===== src/rtl/md_sequencer_pkg.sv =====
// Shared constants for the mul/div sequencer and the opcode control decoder.
package md_sequencer_pkg;

    localparam logic [4:0] OPC_RTYPE   = 5'b00000;
    localparam logic [4:0] ALU_MUL     = 5'b00110;
    localparam logic [4:0] ALU_DIV     = 5'b00111;
    localparam logic [4:0] REG_RSTATUS = 5'd30;

    localparam int STATUS_MUL_CODE = 4;
    localparam int STATUS_DIV_CODE = 5;

    typedef enum logic [1:0] {
        MD_IDLE = 2'd0,
        MD_BUSY = 2'd1,
        MD_WB   = 2'd2
    } md_state_e;

    // True when the instruction is an R-type op with the given ALU op field.
    function automatic logic is_rtype_alu(input logic [4:0] opcode,
                                          input logic [4:0] alu_op,
                                          input logic [4:0] want);
        return (opcode == OPC_RTYPE) && (alu_op == want);
    endfunction

endpackage


===== src/rtl/md_timeout_counter.sv =====
// Saturating up-counter that bounds how long the sequencer waits on multdiv.
module md_timeout_counter #(
    parameter int TIMEOUT = 40
) (
    input  logic clock,
    input  logic reset,
    input  logic clear,
    input  logic en,
    output logic hit
);

    localparam int CW = $clog2(TIMEOUT + 1);

    logic [CW-1:0] count;

    // Count busy cycles; hold at all-ones rather than wrapping.
    always_ff @(posedge clock) begin
        if (reset || clear) begin
            count <= '0;
        end else if (en && (count != {CW{1'b1}})) begin
            count <= count + 1'b1;
        end
    end

    assign hit = (count == CW'(TIMEOUT - 1));

endmodule


===== src/rtl/md_sequencer.sv =====
// Issues mul/div start pulses, stalls fetch while multdiv works, and
// produces one register-file writeback (result or rstatus code).
module md_sequencer
    import md_sequencer_pkg::*;
#(
    parameter int TIMEOUT    = 40,
    parameter int STATUS_MUL = STATUS_MUL_CODE,
    parameter int STATUS_DIV = STATUS_DIV_CODE
) (
    input  logic        clock,
    input  logic        reset,
    input  logic [4:0]  opcode,
    input  logic [4:0]  alu_op,
    input  logic [4:0]  rd,
    input  logic        md_ready,
    input  logic        md_exception,
    output logic        ctrl_mult,
    output logic        ctrl_div,
    output logic        stall,
    output logic        md_wb_en,
    output logic [4:0]  md_wb_rd,
    output logic        md_wb_status,
    output logic [31:0] status_value
);

    md_state_e   state;
    logic [4:0]  rd_q;
    logic        op_div_q;
    logic        wb_en_q;
    logic [4:0]  wb_rd_q;
    logic        wb_status_q;
    logic [31:0] status_q;

    logic dec_mul, dec_div, start, hit, busy_done, busy_exc;

    assign dec_mul = is_rtype_alu(opcode, alu_op, ALU_MUL);
    assign dec_div = is_rtype_alu(opcode, alu_op, ALU_DIV);

    // Start is Mealy on the IDLE decode; WB also sees the same decode but
    // is not IDLE, so it can never re-issue.
    assign start = !reset && (state == MD_IDLE) && (dec_mul || dec_div);

    // A timeout with no ready is reported as an exception.
    assign busy_done = md_ready || hit;
    assign busy_exc  = md_ready ? md_exception : 1'b1;

    md_timeout_counter #(.TIMEOUT(TIMEOUT)) u_timeout (
        .clock (clock),
        .reset (reset),
        .clear (start),
        .en    (state == MD_BUSY),
        .hit   (hit)
    );

    // Sequencer FSM; writeback fields are registered on entry to WB.
    always_ff @(posedge clock) begin
        if (reset) begin
            state       <= MD_IDLE;
            rd_q        <= '0;
            op_div_q    <= 1'b0;
            wb_en_q     <= 1'b0;
            wb_rd_q     <= '0;
            wb_status_q <= 1'b0;
            status_q    <= '0;
        end else begin
            wb_en_q     <= 1'b0;
            wb_rd_q     <= '0;
            wb_status_q <= 1'b0;
            status_q    <= '0;
            case (state)
                MD_IDLE: begin
                    if (dec_mul || dec_div) begin
                        rd_q     <= rd;
                        op_div_q <= dec_div;
                        state    <= MD_BUSY;
                    end
                end
                MD_BUSY: begin
                    if (busy_done) begin
                        state <= MD_WB;
                        if (busy_exc) begin
                            wb_en_q     <= 1'b1;
                            wb_rd_q     <= REG_RSTATUS;
                            wb_status_q <= 1'b1;
                            status_q    <= op_div_q ? 32'(STATUS_DIV) : 32'(STATUS_MUL);
                        end else begin
                            wb_en_q     <= (rd_q != 5'd0);
                            wb_rd_q     <= rd_q;
                        end
                    end
                end
                MD_WB:   state <= MD_IDLE;
                default: state <= MD_IDLE;
            endcase
        end
    end

    // Every output is forced low while reset is asserted.
    assign ctrl_mult    = start && dec_mul;
    assign ctrl_div     = start && dec_div;
    assign stall        = start || (!reset && (state == MD_BUSY));
    assign md_wb_en     = wb_en_q && !reset;
    assign md_wb_rd     = reset ? 5'd0 : wb_rd_q;
    assign md_wb_status = wb_status_q && !reset;
    assign status_value = reset ? 32'd0 : status_q;

endmodule


===== config.mk =====
export PLATFORM = sky130hd
export DESIGN_NAME = md_sequencer
export DESIGN_NICKNAME = d
export VERILOG_FILES = /design/src/rtl/md_sequencer_pkg.sv /design/src/rtl/md_timeout_counter.sv /design/src/rtl/md_sequencer.sv
export SDC_FILE = /design/constraint.sdc
export NUM_CORES = 1
export LEC_CHECK = 0
export ABC_CLOCK_PERIOD_IN_PS = 2100
export BUFFER_PORTS_ARGS = -buffer_cell sky130_fd_sc_hd__buf_2
export CAP_MARGIN = 20
export CELL_PAD_IN_SITES_DETAIL_PLACEMENT = 1
export CELL_PAD_IN_SITES_GLOBAL_PLACEMENT = 1
export CORE_MARGIN = 2
export CORE_UTILIZATION = 33
export DETAILED_ROUTE_END_ITERATION = 6
export PLACE_DENSITY = 0.86
export SLEW_MARGIN = 10
export SYNTH_ARGS = -nofsm -noshare
export SYNTH_HDL_FRONTEND = slang
export SYNTH_HIERARCHICAL = 1
export SYNTH_SLANG_ARGS = --single-unit

===== constraint.sdc =====
create_clock -name clock -period 2.1 [get_ports clock]
set_clock_uncertainty 0.05 [all_clocks]
set_input_delay 0.105 -clock clock [delete_from_list [all_inputs] [get_ports clock]]
set_output_delay 0.105 -clock clock [all_outputs]
set_load 0.005 [all_outputs]

### After elaboration in Yosys (flattened, before gate mapping)

Index checks and enable logic that the tools add are counted.

| cells by class | value |
|---|---|
| $add $sub $neg | 1 |
| eq/ne operators | 7 |
| muxes and demuxes | 10 |
| bitwise operators | 3 |
| reductions and logical operators | 23 |

Operator list:

| operator | count |
|---|---|
| $mux 32 | 1 |
| $eq 5x3->1 const B | 2 |
| $logic_and 1x1->1 | 10 |
| $mux 5 | 2 |
| $reduce_or 4->1 | 2 |
| $add 6x1->6 const B | 1 |
| $eq 6x6->1 const B | 1 |
| $ne 6x6->1 const B | 1 |
| $logic_not 5->1 | 1 |
| $reduce_bool 5->1 | 1 |
| $logic_or 1x1->1 | 4 |
| $mux 1 | 4 |
| $mux 2 | 2 |
| $pmux 2 s2 | 1 |
| $reduce_and 2->1 | 2 |
| $not 1->1 | 3 |
| $reduce_or 3->1 | 1 |
| $eq 2x1->1 const B | 1 |
| $logic_not 2->1 | 1 |
| $ne 2x1->1 const B | 1 |
| $ne 2x2->1 const B | 1 |
| $logic_not 1->1 | 1 |

| word-level totals | value |
|---|---|
| flip-flop bits (word level) | 53 |
| input port bits | 19 |
| output and inout bits | 42 |
| word-level logic and storage cells | 53 |

### Longest topological paths before layout

| logic depth | value |
|---|---|
| word-level depth | 5 |
| mapped depth | 6 |
| gate-level depth less buffers | 6 |

### Cells and area by module

The synthesis kept the hierarchy.

Modules (own cells, without submodules):

| module | times used | cells an instance | area each (um^2) | seq. area each (um^2) |
|---|---|---|---|---|
| md_sequencer | 1 | 107 | 999.7 | 340.3 |
| md_timeout_counter | 1 | 35 | 334.1 | 120.1 |

### Least setup slack after synthesis

Ideal clock, no wire load.

| timing path | value |
|---|---|
| path type | register to register |
| from | register state[1] |
| to | register u_timeout.count[3] |
| setup time | 0.116 ns |
| data arrival time | 1.306 ns |
| required time | 1.934 ns |
| path slack | 0.628 ns |
| cell stages (with the launch flop) | 6 |
| path buffers | 0 |
| clock period less this slack | 1.472 ns |
| path through | dfxtp_1 -> nor4_2 -> nand4_1 -> nor2_1 -> nor2_1 -> and3b_1 |

| between the ends | value |
|---|---|
| longest elaborated chain between the ends | 4 |
| elaborated cells on any way between the ends | 6 |
| classes of those cells | 1 x eq/ne; 5 x reduce/logical |

Ends and longest elaborated chain:

| what | line | RTL |
|---|---|---|
| from (decl) | md_sequencer.sv:26 | `md_state_e state;` |
| from (signal assigned) | md_sequencer.sv:58 | `state <= MD_IDLE;` |
| from (signal assigned) | md_sequencer.sv:75 | `state <= MD_BUSY;` |
| from (signal assigned) | md_sequencer.sv:80 | `state <= MD_WB;` |
| $logic_not 2->1 | md_sequencer.sv:41 | `assign start = !reset && (state == MD_IDLE) && (dec_mul \|\| dec_div);` |
| $logic_and 1x1->1 (2 in a row) | md_sequencer.sv:41 |  |
| named net start | md_sequencer.sv:34 | `logic dec_mul, dec_div, start, hit, busy_done, busy_exc;` |
| $logic_or 1x1->1 | md_timeout_counter.sv:18 | `if (reset \|\| clear) begin` |
| to (signal assigned) | md_timeout_counter.sv:21 | `count <= count + 1'b1;` |
| to (decl) | md_timeout_counter.sv:14 | `logic [CW-1:0] count;` |

The timed path passes the listed nets, and every way through them passes these cells.
A chain may end at the register's enable or synchronous reset.

### Worst setup path after layout

Same ends and word-level chain as after synthesis.

==> impl_metrics.json <==
{
  "status": "completed",
  "drt_pass1_iterations": 3,
  "clk_path_buf_depth": 2,
  "setup_ws_ps": 328,
  "dp_hpwl_microns": 1980,
  "wl_per_cell_microns": 11.7,
  "yosysWarnings": 6,
  "cpMaxStageDelayCell": "nor2_1",
  "finalSetupTns_ps": 0,
  "crit_buf_inv": 0,
  "finalSetupViolations": 0,
  "final_hold_viol_count": 0,
  "final_nets": 191,
  "cts_setup_buffers": 0,
  "syn_to_final_growth_pct": 8.44,
  "initial_utilization": 0.338,
  "grt_use_total": 0.112,
  "comb_power_share": 0.076,
  "fp.dieW_microns": 67.6,
  "cpLargestDelayFamily": "simple AND/OR/NAND/NOR gates",
  "vias": 962,
  "drt_iter0_drc": 39,
  "io_buffer_count": 30,
  "cts_tree": "built",
  "grt_max_degree": 34,
  "syn_avg_cell_area_sq_um": 9.39,
  "worst_path_most_repeated_cell": "nor2_1",
  "clock-root-buffer": "clkbuf_8",
  "yosysTopAreaCellShare": 0.345,
  "ys_seq_elements": 23,
  "worst-path-max-fanout": 5,
  "clkTransAtPathRegs_ps": 80,
  "grt_overflow": 0,
  "rsz0062_at_grt": "false",
  "slowest_delay_ps": 370,
  "p_sw_frac": 0.225,
  "timing.slew.headroom": 0.594,
  "die_y_microns": 67.6,
  "drc": 0,
  "fin_crit_sh": 0.844,
  "slew_violations": 0,
  "synth.area.top_cells": "dfxtp_1 35%, buf_4 17%, mux2i_1 6.8%",
  "gp_congestion": 0.722,
  "seqPwrFrac": 0.574,
  "coreArea_sq_um": 3940,
  "ctsHoldBuffers": 0,
  "syn_inst": 142,
  "dieArea_sq_um": 4570,
  "routed_wl_microns": 2570,
  "drive_gt1_frac": 0.259,
  "p_int_uw": 589,
  "synth.largest_area_cell": "dfxtp_1",
  "clkPwrFrac": 0.350,
  "cts_buffers": 3,
  "insertion_delay_ps": 260,
  "cellLeakagePower_uw": 0.000673,
  "crit_path_end_kind": "register",
  "maxCapViolations": 0,
  "startpoint_type": "register",
  "powerDensity_nw_per_um2": 525,
  "rows": 23,
  "arrival_ps": 1880,
  "peakVddDrop_mv": 0.196,
  "yosysUniqueCellTypes": 37,
  "worst_pin_slew_ps": 608,
  "critical_path_class": "register to register",
  "cts.repair.resized": 0,
  "crit_required_ps": 2210,
  "syn_area_sq_um": 1330,
  "switchingPower_uw": 171,
  "place_ws_ps": 320,
  "period_minus_slack_ps": 1770,
  "io_pins": 61,
  "grt_antenna_before_repair": 0,
  "yosysSeqAreaShare": 0.345,
  "grt_pass1_wl_microns": 3890,
  "postRouteAntennaNets": 0,
  "hold_path_class": "primary input to register",
  "path_cells": "nor4_2 > nand4_1 > nor2_1 > nor2_1 > and3b_1",
  "h-tree-depth": 1,
  "viasPerCell": 4.37,
  "max_freq_mhz": 564,
  "grt_pass1_vias": 871,
  "antennaDiodeCount": 0,
  "clkSinkCount": 23
}
-- placed cells by master (no fill, tap or decap) --
cell       count
conb_1        30
buf_2         30
dfxtp_1       23
nand2b_1      13
nor2b_1       10
mux2i_1        9
nand2_1        6
a21o_1         5
nor2_1         4
a21oi_1        4
nor3_1         3
clkbuf_8       3
nand3_1        3
nor4_2         2
nand4_1        2
nor3b_2        2
nor3_4         2
nand2b_2       1
inv_1          1
and4_1         1
and4b_1        1
and2_1         1
clkinv_2       1
nand3b_1       1
nor3b_1        1
and3_4         1
and3b_1        1
a31oi_1        1
nor4_1         1
o21a_1         1
or3_1          1
o21bai_1       1
o311a_1        1
a41oi_2        1
a2111oi_2      1
ha_1           1
-- path summary, 6_finish.rpt --
check             slack [ps]            endpoint  cells after the start          startpoint
hold reg to reg          440  u_timeout/count[1]                      2  u_timeout/count[1]
hold / removal            60             rd_q[4]                      3               rd[4]
setup / recovery         330  u_timeout/count[3]                      5            state[1]
setup reg to reg         330  u_timeout/count[3]                      5            state[1]
-- synthesized netlist by cell type --
master and count:
nor3_1 3, nor3_4 2, nand2_1 6, or3_1 1, nand2b_1 13, a2111oi_2 1, dfxtp_1 23, a21oi_1 4
and3_4 1, and2_1 1, nor3b_1 1, buf_2 3, clkbuf_1 1, nand4_1 2, a41oi_2 1, conb_1 1
nor2b_1 10, o21bai_1 1, o21a_1 1, a31oi_1 1, nand3_1 3, and4_1 1, ha_1 1, nor4_1 1
mux2i_1 9, a21o_1 5, o311a_1 1, and4b_1 1, nor4_2 2, nor2_1 4, and3b_1 1, buf_4 30
nor3b_2 2, nand2b_2 1, inv_1 1, nand3b_1 1, buf_6 1
-- layout make-up --
type,count,area (sq um)
clock buffers,3,41.3
inverters,1,3.75
repair buffers,30,150
fillers,495,2500
well taps,50,62.6
multi-input cells,112,723
clock inverters,1,5.00
flip-flops and latches,23,460
-- per-layer routing --
metal  wire (microns)  track usage
met1             1130        0.137
met2             1220        0.189
met3              210       0.0283
met4               13       0.0383
met5                0            0
-- sequential cells by signal, summed over array words and instances (netlist names) --
name	count
wb_status_q	1
status_q	2
u_timeout/count	6
op_div_q	1
wb_en_q	1
wb_rd_q	5
rd_q	5
state	2
-- cell families (layout without fill, tap and decap cells) --
group	Yosys count	in the layout	share of synthesized area
muxes	9	9	0.0675
and+or+nand+nor	57	57	0.291
adders and majority gates	1	1	0.00938
other	1	30	0.00281
buffers and inverters	36	35	0.194
DFF	23	23	0.345
AOI/OAI and AO/OA	15	15	0.0901
-- through the flow --
step / utilization / instance area [sq um] / hold slack, ps / power (uW) / cells
floorplan: - / 1440 / 124 / 520 / 171
global placement: 0.355 / 1400 / 327 / 502 / 216
detailed placement: 0.355 / 1400 / 332 / 503 / 216
CTS: 0.367 / 1450 / 55.5 / 773 / 220
global route: 0.367 / 1450 / 80.5 / 795 / 220
finish: 0.367 / 1450 / 57.6 / 760 / 220
-- power by group through the flow --
stage               sequential, uW  combinational (uW)  clock, uW
floorplan                      446                73.7          0
global placement               446                55.6          0
finish                         436                57.6        266
global route                   436                66.0        292
detailed placement             446                57.1          0
CTS                            436                57.2        280
-- tightest hold or removal path, cell delays in order --
cell,delay [ps]
buf_2,90
nand2b_1,60
mux2i_1,60
No activity file was read; power rests on OpenSTA's default activity.
